### src/rtl/instr_fetcher_if.sv
// Instruction-memory read channel (AXI-lite style, read only).
// master: fetcher drives address/ready; slave: memory drives data/resp.
interface instr_fetcher_if;
    logic        mem_arvalid;
    logic [31:0] mem_araddr;
    logic        mem_arready;
    logic        mem_rvalid;
    logic [31:0] mem_rdata;
    logic [1:0]  mem_rresp;
    logic        mem_rready;

    modport master (
        output mem_arvalid,
        output mem_araddr,
        input  mem_arready,
        input  mem_rvalid,
        input  mem_rdata,
        input  mem_rresp,
        output mem_rready
    );

    modport slave (
        input  mem_arvalid,
        input  mem_araddr,
        output mem_arready,
        output mem_rvalid,
        output mem_rdata,
        output mem_rresp,
        input  mem_rready
    );
endinterface

### src/rtl/instr_fetcher.sv
// Instruction fetch unit: picks the fetch PC, reads one word over the
// instruction-memory read channel and presents pc/instr_raw/fault
// with a one-cycle completed pulse.
// Ports: clk, rstn (async active-low); enabled/redirect_valid/
// redirect_pc from the core controller; mem (read channel master);
// completed/pc/instr_raw/fault/busy towards the decoder.
module instr_fetcher #(
    parameter logic [31:0] RESET_PC = 32'h0000_0000,
    parameter logic [31:0] NOP_WORD = 32'h0000_0013
) (
    input  logic                   clk,
    input  logic                   rstn,
    input  logic                   enabled,
    input  logic                   redirect_valid,
    input  logic [31:0]            redirect_pc,
    instr_fetcher_if.master        mem,
    output logic                   completed,
    output logic [31:0]            pc,
    output logic [31:0]            instr_raw,
    output logic [1:0]             fault,
    output logic                   busy
);

    localparam logic [2:0] S_IDLE  = 3'd0;
    localparam logic [2:0] S_ADDR  = 3'd1;
    localparam logic [2:0] S_DATA  = 3'd2;
    localparam logic [2:0] S_FAULT = 3'd3;
    localparam logic [2:0] S_DONE  = 3'd4;

    logic [2:0]  state_q, state_d;
    logic [31:0] seq_pc_q, seq_pc_d;
    logic        first_q, first_d;
    logic        arvalid_q, arvalid_d;
    logic [31:0] araddr_q, araddr_d;
    logic        rready_q, rready_d;
    logic [31:0] pc_q, pc_d;
    logic [31:0] instr_q, instr_d;
    logic [1:0]  fault_q, fault_d;
    logic [31:0] target;

    // Sequential PC wraps modulo 2^32.
    always_comb begin
        target = seq_pc_q + 32'd4;
        if (redirect_valid) begin
            target = redirect_pc;
        end else if (first_q) begin
            target = RESET_PC;
        end
    end

    always_comb begin
        state_d   = state_q;
        seq_pc_d  = seq_pc_q;
        first_d   = first_q;
        arvalid_d = arvalid_q;
        araddr_d  = araddr_q;
        rready_d  = rready_q;
        pc_d      = pc_q;
        instr_d   = instr_q;
        fault_d   = fault_q;
        unique case (state_q)
            S_IDLE: begin
                if (enabled) begin
                    seq_pc_d = target;
                    first_d  = 1'b0;
                    if (target[1:0] != 2'b00) begin
                        state_d = S_FAULT;
                    end else begin
                        arvalid_d = 1'b1;
                        araddr_d  = target;
                        state_d   = S_ADDR;
                    end
                end
            end
            S_ADDR: begin
                if (mem.mem_arready) begin
                    arvalid_d = 1'b0;
                    rready_d  = 1'b1;
                    state_d   = S_DATA;
                end
            end
            S_DATA: begin
                if (mem.mem_rvalid) begin
                    rready_d = 1'b0;
                    pc_d     = seq_pc_q;
                    state_d  = S_DONE;
                    if (mem.mem_rresp == 2'b00) begin
                        instr_d = mem.mem_rdata;
                        fault_d = 2'b00;
                    end else begin
                        instr_d = NOP_WORD;
                        fault_d = 2'b10;
                    end
                end
            end
            // Misaligned target: one cycle in place of the bus access,
            // no request is ever issued.
            S_FAULT: begin
                pc_d    = seq_pc_q;
                instr_d = NOP_WORD;
                fault_d = 2'b01;
                state_d = S_DONE;
            end
            S_DONE: begin
                state_d = S_IDLE;
            end
            default: begin
                state_d = S_IDLE;
            end
        endcase
    end

    always_ff @(posedge clk or negedge rstn) begin
        if (!rstn) begin
            state_q   <= S_IDLE;
            seq_pc_q  <= RESET_PC;
            first_q   <= 1'b1;
            arvalid_q <= 1'b0;
            araddr_q  <= 32'd0;
            rready_q  <= 1'b0;
            pc_q      <= 32'd0;
            instr_q   <= 32'd0;
            fault_q   <= 2'b00;
        end else begin
            state_q   <= state_d;
            seq_pc_q  <= seq_pc_d;
            first_q   <= first_d;
            arvalid_q <= arvalid_d;
            araddr_q  <= araddr_d;
            rready_q  <= rready_d;
            pc_q      <= pc_d;
            instr_q   <= instr_d;
            fault_q   <= fault_d;
        end
    end

    assign mem.mem_arvalid = arvalid_q;
    assign mem.mem_araddr  = araddr_q;
    assign mem.mem_rready  = rready_q;
    assign completed       = (state_q == S_DONE);
    assign busy            = (state_q != S_IDLE);
    assign pc              = pc_q;
    assign instr_raw       = instr_q;
    assign fault           = fault_q;

endmodule

### src/flat_wrapper.sv
// flat-port wrapper written by rule: the top's interface ports become plain ports
module instr_fetcher_flat 
#(
    parameter logic [31:0] RESET_PC = 32'h0000_0000,
    parameter logic [31:0] NOP_WORD = 32'h0000_0013
)
  (clk, rstn, enabled, redirect_valid, redirect_pc, completed, pc, instr_raw, fault, busy, mem_mem_arvalid, mem_mem_araddr, mem_mem_arready, mem_mem_rvalid, mem_mem_rdata, mem_mem_rresp, mem_mem_rready);
  instr_fetcher_if mem_i ();
  input  logic clk;
  input  logic rstn;
  input  logic enabled;
  input  logic redirect_valid;
  input  logic [31:0] redirect_pc;
  output logic completed;
  output logic [31:0] pc;
  output logic [31:0] instr_raw;
  output logic [1:0] fault;
  output logic busy;
  output wire logic [$bits(mem_i.mem_arvalid)-1:0] mem_mem_arvalid;
  output wire logic [$bits(mem_i.mem_araddr)-1:0] mem_mem_araddr;
  input wire logic [$bits(mem_i.mem_arready)-1:0] mem_mem_arready;
  input wire logic [$bits(mem_i.mem_rvalid)-1:0] mem_mem_rvalid;
  input wire logic [$bits(mem_i.mem_rdata)-1:0] mem_mem_rdata;
  input wire logic [$bits(mem_i.mem_rresp)-1:0] mem_mem_rresp;
  output wire logic [$bits(mem_i.mem_rready)-1:0] mem_mem_rready;
  assign mem_mem_arvalid = mem_i.mem_arvalid;
  assign mem_mem_araddr = mem_i.mem_araddr;
  assign mem_i.mem_arready = mem_mem_arready;
  assign mem_i.mem_rvalid = mem_mem_rvalid;
  assign mem_i.mem_rdata = mem_mem_rdata;
  assign mem_i.mem_rresp = mem_mem_rresp;
  assign mem_mem_rready = mem_i.mem_rready;
  instr_fetcher #(.RESET_PC(RESET_PC), .NOP_WORD(NOP_WORD)) u_core (.clk(clk), .rstn(rstn), .enabled(enabled), .redirect_valid(redirect_valid), .redirect_pc(redirect_pc), .mem(mem_i), .completed(completed), .pc(pc), .instr_raw(instr_raw), .fault(fault), .busy(busy));
endmodule
### config.mk
export PLATFORM = sky130hd
export DESIGN_NAME = instr_fetcher_flat
export DESIGN_NICKNAME = d
export VERILOG_FILES = /design/src/rtl/instr_fetcher_if.sv /design/src/rtl/instr_fetcher.sv /design/src/flat_wrapper.sv
export SDC_FILE = /design/constraint.sdc
export NUM_CORES = 1
export LEC_CHECK = 0
export CELL_PAD_IN_SITES_DETAIL_PLACEMENT = 2
export CELL_PAD_IN_SITES_GLOBAL_PLACEMENT = 2
export CORE_AREA = 2 2 183 131
export DETAILED_ROUTE_END_ITERATION = 16
export DIE_AREA = 0 0 185 133
export HOLD_SLACK_MARGIN = 0.15
export PLACE_DENSITY_LB_ADDON = 0.2
export SLEW_MARGIN = 20
export SYNTH_ARGS = -nofsm -noshare
export SYNTH_HDL_FRONTEND = slang
export SYNTH_SLANG_ARGS = --single-unit
### constraint.sdc
create_clock -name clk -period 2.2 [get_ports clk]
set_input_delay 0.22 -clock clk [delete_from_list [all_inputs] [get_ports clk]]
set_output_delay 0.22 -clock clk [all_outputs]
set_load 0.05 [all_outputs]
==> impl_metrics.tcl, run 1 <==
set metrics [dict create \
    status "complete, no violations" \
    fin_crit_sh_pct 93.60 \
    path_clk_slew_ps 60 \
    crit_required_ps 2510 \
    final_hold_viol_count 0 \
    cellPowerDensity_mw_per_mm2 1610 \
    dieArea_mm2 0.02461 \
    cp_slowest_cell "nor4_1" \
    place.gp.congestion 0.8612 \
    vias_per_cell 5.303 \
    grtUsageTotal_pct 23.56 \
    relSlewSlack_pct 56.98 \
    setup_viol 0 \
    p_clk_share_pct 19.0 \
    syn_to_final_growth_pct 44.59 \
    syn_nets 784 \
    peakVddDrop_uv 537.0 \
    drive_above_1_share_pct 12.60 \
    cts_tree "built" \
    synth.area.top_cells "dfrtp_1, nand2_1, a22o_1" \
    fin_cells 1231 \
    p_sw_share_pct 47.80 \
    die_x_um 185 \
    drt_wl_total_um 27820 \
    ys_ff_latch 136 \
    rsz0062_at_grt "no" \
    antenna_found_initial 0 \
    async_reset_ff_share_pct 100.0 \
    fin_skew_ps 7.793 \
    yosysTopAreaCellShare_pct 49.87 \
    layout_commonest_cell "clkdlybuf4s50_1" \
    die_h_um 133 \
    clk_path_buf_depth 2 \
    place.port_buffers 173 \
    worst_pin_slew_ps 645.4 \
    drv_cap 0 \
    end_kind "flop" \
    core-area_mm2 0.02305 \
    overflow 0 \
    post_cts.repair.setup_buffers 0 \
    finalCriticalPeriod_ps 2059 \
    syn_area_mm2 0.006774 \
    drt_iter0_drc 459 \
    start_util_pct 29.39 \
    dp_cells 1198 \
    arrival_ps 2370 \
    synth_top_area_cell "dfrtp_1" \
    htree_levels 4 \
    yosysUniqueCellTypes 69 \
    critPathLaunchType "flop" \
    dr.pass1.iters 5 \
    clk_latency_ps 430 \
    num-fill-cells 2478 \
    grt_pass1_wl_um 43760 \
    switching_power_uw 7539 \
    clock-sinks 136 \
    seq_power_share_pct 28.7 \
    worst-path-buf-inv 1 \
    path_delay_family "simple AND/OR/NAND/NOR gates" \
    routedWlPerCell_um 22.60 \
    ioPinCount 174 \
    mostFrequentLayoutCells "clkdlybuf4s50_1, nand2_1, dfrtp_1" \
    share_comb_of_total_power_pct 52.3 \
    clock-root-buffer "clkbuf_16" \
    synth_flop_cell "dfrtp_1" \
    synth_edf_count 0 \
    nNetsFinal 973 \
    leakagePower_uw 0.004121 \
    numCtsBuffers 17 \
    antenna_cells 0 \
    final_max_slew_viol_count 0 \
    synth_area_per_cell_um2 9.527 \
    vias 6528 \
    dpl_cell_area_mm2 0.009178 \
    rows 47 \
    grt_pass1_vias 7197 \
    crit_path_max_incr_delay_ps 580 \
    crit_type "reg2reg" \
    holdCritPathClass "in2async" \
    dp_hpwl_um 20410 \
    ys_warn_count 0 \
    path_cells "ha_1 > nand4_4 > buf_4 > nor4_1 > a31o_2 > nand3_1" \
    grt_max_degree 66 \
    path_max_fanout 8 \
    fin_area_mm2 0.009794 \
    drc 0 \
    fmax_mhz 485.6 \
    synth_cells 711 \
    internal-power_uw 8234 \
    final_antenna_net_count 0 \
    seq_area_frac_synth_pct 50.26 \
]
-- synthesized netlist by cell type (3+ instances only) --
library cell    n
a211o_1         7
a211oi_1        3
a21o_1          4
a21oi_1        10
a22o_1         33
a22oi_1         8
a31o_2          3
a31oi_1        12
and2_1         19
and4_1          8
buf_1           8
buf_2          17
buf_4           7
clkbuf_1       31
dfrtp_1       135
inv_1           7
mux2i_1        24
nand2_1       139
nand3_1        31
nand4_1        25
nor2_1         38
nor3_1         16
nor4_1          9
o211ai_1        5
o21a_1          3
o21ai_0        25
o21ai_1        13
o22a_1          3
o2bb2ai_1       3
or3_1           5
or4_1           3
xnor2_1         5
-- registers in the layout, summed over array words and instances (netlist names) --
name / flops
u_core.instr_raw: 32
u_core.mem.mem_araddr: 32
u_core.pc: 32
u_core.seq_pc_q: 32
u_core.state_q: 3
u_core.fault: 2
u_core.first_q: 1
u_core.mem.mem_arvalid: 1
u_core.mem.mem_rready: 1
-- worst paths after layout --
path	from	endpoint	slack (ps)	depth (start not counted)
max	u_core.seq_pc_q[3]$_DFFE_PN0P_	u_core.seq_pc_q[30]$_DFFE_PN0P_	140	6
min	rstn	u_core.instr_raw[30]$_DFFE_PN0P_	350	2
max reg2reg	u_core.seq_pc_q[3]$_DFFE_PN0P_	u_core.seq_pc_q[30]$_DFFE_PN0P_	140	6
min reg2reg	u_core.pc[8]$_DFFE_PN0P_	u_core.pc[8]$_DFFE_PN0P_	480	2
max in group asynchronous	rstn	u_core.seq_pc_q[20]$_DFFE_PN0P_	1100	3
min in group clk	mem_mem_rdata[0]	u_core.instr_raw[0]$_DFFE_PN0P_	380	2
-- repair_timing --
action                                  CTS  global route
endpoints found under the setup margin    1             1
hold buffers                              1             0
resized for setup                         1             1
endpoints found under the hold margin    60             0
-- stage by stage --
step / setup slack (ps) / total power (µW) / util (%) / hold slack, ps / TNS [ps]
after floorplan: 220.8 / 9427 / - / -75.59 / 0
after global placement: -90.74 / 12470 / 39.81 / 253.7 / -135.8
after detailed placement: -140.1 / 12780 / 39.81 / 266.4 / -798.0
after CTS: 62.72 / 15890 / 42.49 / 368.6 / 0
after global routing: 55.82 / 16630 / 42.49 / 386.0 / 0
final: 140.7 / 15770 / 42.49 / 348.2 / 0
-- logic make-up after synthesis --
| group | count (synthesis) | synth area share, % |
|---|---|---|
| compound gates | 157 | 16.81 |
| xor+xnor | 6 | 0.7758 |
| fa+ha+maj | 1 | 0.1847 |
| buf+inv | 73 | 4.987 |
| flops | 136 | 50.26 |
| mux | 25 | 3.713 |
| simple gates | 313 | 23.27 |
-- final cells by class --
cell class,count,area (µm²),area share [%]
sequential,136,3405,34.76
timing repair buffer,236,2292,23.40
clock buffer,21,460.4,4.701
tap,318,397.9,4.062
multi-input combinational,502,3065,31.30
clock inverter,11,147.6,1.507
inverter,7,26.28,0.2683
-- power by group through the flow --
stage          Combinational (µW)  Sequential, µW  Clock (µW)
5_1_grt                      8780            4680        3170
3_3_place_gp                 8000            4470           0
2_1_floorplan                2710            6720           0
3_5_place_dp                 8230            4540           0
6_report                     8250            4520        3000
4_1_cts                      8290            4520        3070
-- routing by layer --
metal	vias up	share of wire [%]	global-route usage [%]
li1	2949	-	-
met1	3395	49	34.05
met2	151	46	36.10
met3	33	4.2	4.239
met4	0	1.6	6.614
met5	-	0	0
-- worst register-to-register path, stage by stage (launching register included) --
cell	delay, ps
dfrtp_1	360
ha_1	310
nand4_4	130
buf_4	210
nor4_1	590
a31o_2	260
nand3_1	80
(Power assumes the default switching activity.)
==> inputs of run 2 (changes only) <==
CAP_MARGIN = 20   (was not set)
CELL_PAD_IN_SITES_DETAIL_PLACEMENT = 1   (was 2)
CELL_PAD_IN_SITES_GLOBAL_PLACEMENT = 1   (was 2)
CORE_AREA = 2 2 165 119   (was 2 2 183 131)
DIE_AREA = 0 0 167 121   (was 0 0 185 133)
==> run 2 against run 1 <==
  * Maximum frequency decreased by 2.6%
  * Sequential cell count stayed put
  * Critical path depth did not move
  * Clock power down 2%
  * Sequential share of layout area rose by 0.54 points
  * Clock skew rose by 2.9 ps
  * Final cell count fell by 6.6%
  * Clock-buffer cell count fell by 3
  * Hold slack better by 0.93 ps
  * Critical endpoint is now u_core.mem.mem_araddr[30]$_DFFE_PN0P_
  * Largest power group unchanged
==> impl_metrics.tcl, run 2 (synthesized netlist as in run 1, its figures left out) <==
set metrics [dict create \
    final_hold_viol_count 0 \
    cellPowerDensity_mw_per_mm2 1599 \
    nNetsFinal 968 \
    setup_viol 0 \
    ioPinCount 174 \
    layout_commonest_cell "clkdlybuf4s50_1" \
    worst_pin_slew_ps 691.0 \
    die_x_um 167 \
    drt_wl_total_um 24410 \
    htree_levels 4 \
    rows 42 \
    post_cts.repair.setup_buffers 0 \
    finalCriticalPeriod_ps 2113 \
    grtUsageTotal_pct 24.80 \
    clock-sinks 136 \
    core-area_mm2 0.01855 \
    overflow 0 \
    holdCritPathClass "in2async" \
    antenna_cells 0 \
    place.gp.congestion 0.8549 \
    drc 0 \
    dp_hpwl_um 17630 \
    routedWlPerCell_um 21.23 \
    peakVddDrop_uv 844.1 \
    drt_iter0_drc 548 \
    start_util_pct 36.52 \
    syn_to_final_growth_pct 42.37 \
    mostFrequentLayoutCells "clkdlybuf4s50_1, nand2_1, dfrtp_1" \
    final_antenna_net_count 0 \
    status "complete, no violations" \
    final_max_slew_viol_count 0 \
    path_max_fanout 8 \
    fin_skew_ps 10.73 \
    cts_tree "built" \
    place.port_buffers 173 \
    rsz0062_at_grt "no" \
    relSlewSlack_pct 53.51 \
    vias_per_cell 5.574 \
    clock-root-buffer "clkbuf_16" \
    fin_crit_sh_pct 96.07 \
    fmax_mhz 473.2 \
    fin_tns_setup_ps 0 \
    clk_latency_ps 430 \
    vias 6410 \
    arrival_ps 2460 \
    critPathLaunchType "flop" \
    dieArea_mm2 0.02021 \
    fin_cells 1150 \
    dp_cells 1117 \
    crit_type "reg2reg" \
    path_clk_slew_ps 70 \
    numCtsBuffers 17 \
    grt_max_degree 66 \
    die_h_um 121 \
    grt_pass1_wl_um 38970 \
    antenna_found_initial 0 \
    leakagePower_uw 0.004098 \
    drv_cap 0 \
    dr.pass1.iters 5 \
    grt_pass1_vias 6738 \
    crit_required_ps 2550 \
    clk_path_buf_depth 2 \
    drive_above_1_share_pct 12.33 \
    end_kind "flop" \
]
-- run 2: cell count changes in the layout (fill, tap and decap cells not counted), moves of 2 or more --
cell,previous run,this run
clkinv_2,2,0
inv_6,0,3
clkbuf_1,2,0
buf_4,56,52
clkinv_4,2,5
-- run 2: stage by stage --
| stage | total power [µW] | utilization, % | worst slack (ps) | hold slack [ps] | cell area, µm² |
|---|---|---|---|---|---|
| 2_1_floorplan | 9427 | - | 220.8 | -75.59 | 6774 |
| 6_report | 15420 | 51.99 | 86.53 | 349.1 | 9644 |
| 4_1_cts | 15490 | 51.99 | 104.6 | 360.3 | 9644 |
| 3_3_place_gp | 12240 | 48.69 | -34.06 | 242.1 | 9032 |
| 3_5_place_dp | 12460 | 48.69 | -117.6 | 248.8 | 9032 |
| 5_1_grt | 16220 | 51.99 | 24.31 | 396.9 | 9644 |
-- run 2: layout make-up --
cell class | instances | area (µm²)
inverter | 7 | 26.28
clock inverter | 14 | 163.9
tap | 242 | 302.8
timing repair buffer | 231 | 2242
fill | 2049 | 8906
multi-input combinational | 502 | 3065
sequential | 136 | 3405
clock buffer | 18 | 439.2
-- run 2: layer usage --
layer  track usage [%]  vias up  share of wire (%)
met5                 0        -                  0
met4             5.388        0                1.1
met3             4.860       25                4.8
met2             37.83      179                 45
met1             36.55     3278                 49
li1                  -     2928                  -
-- run 2: power breakdown --
group | internal (µW) | switching, µW | total, µW
Clock | 1730 | 1220 | 2940
Combinational | 2760 | 5130 | 7890
Sequential | 3540 | 1060 | 4600
-- run 2: worst paths after layout --
kind                                                 from                                     to  slack, ps  cells after the start
max                        u_core.seq_pc_q[2]$_DFFE_PN0P_  u_core.mem.mem_araddr[30]$_DFFE_PN0P_         90                      6
min                                                  rstn       u_core.instr_raw[29]$_DFFE_PN0P_        350                      2
max reg2reg                u_core.seq_pc_q[2]$_DFFE_PN0P_  u_core.mem.mem_araddr[30]$_DFFE_PN0P_         90                      6
min reg2reg                      u_core.pc[7]$_DFFE_PN0P_               u_core.pc[7]$_DFFE_PN0P_        470                      2
max in group asynchronous                            rstn              u_core.pc[27]$_DFFE_PN0P_       1160                      3
min in group clk                         mem_mem_rdata[0]        u_core.instr_raw[0]$_DFFE_PN0P_        380                      2
-- run 2: what timing repair did --
item,in CTS,in global routing
setup endpoints to repair,1,0
hold endpoints to repair,55,0
gates resized for setup,1,0
hold buffers,1,0
-- run 2: critical path: stages, from the launching register on --
cell,delay (ps)
dfrtp_1,360
ha_1,290
nand4_4,130
buf_4,230
nor4_1,640
a31oi_1,200
o21ai_1,180
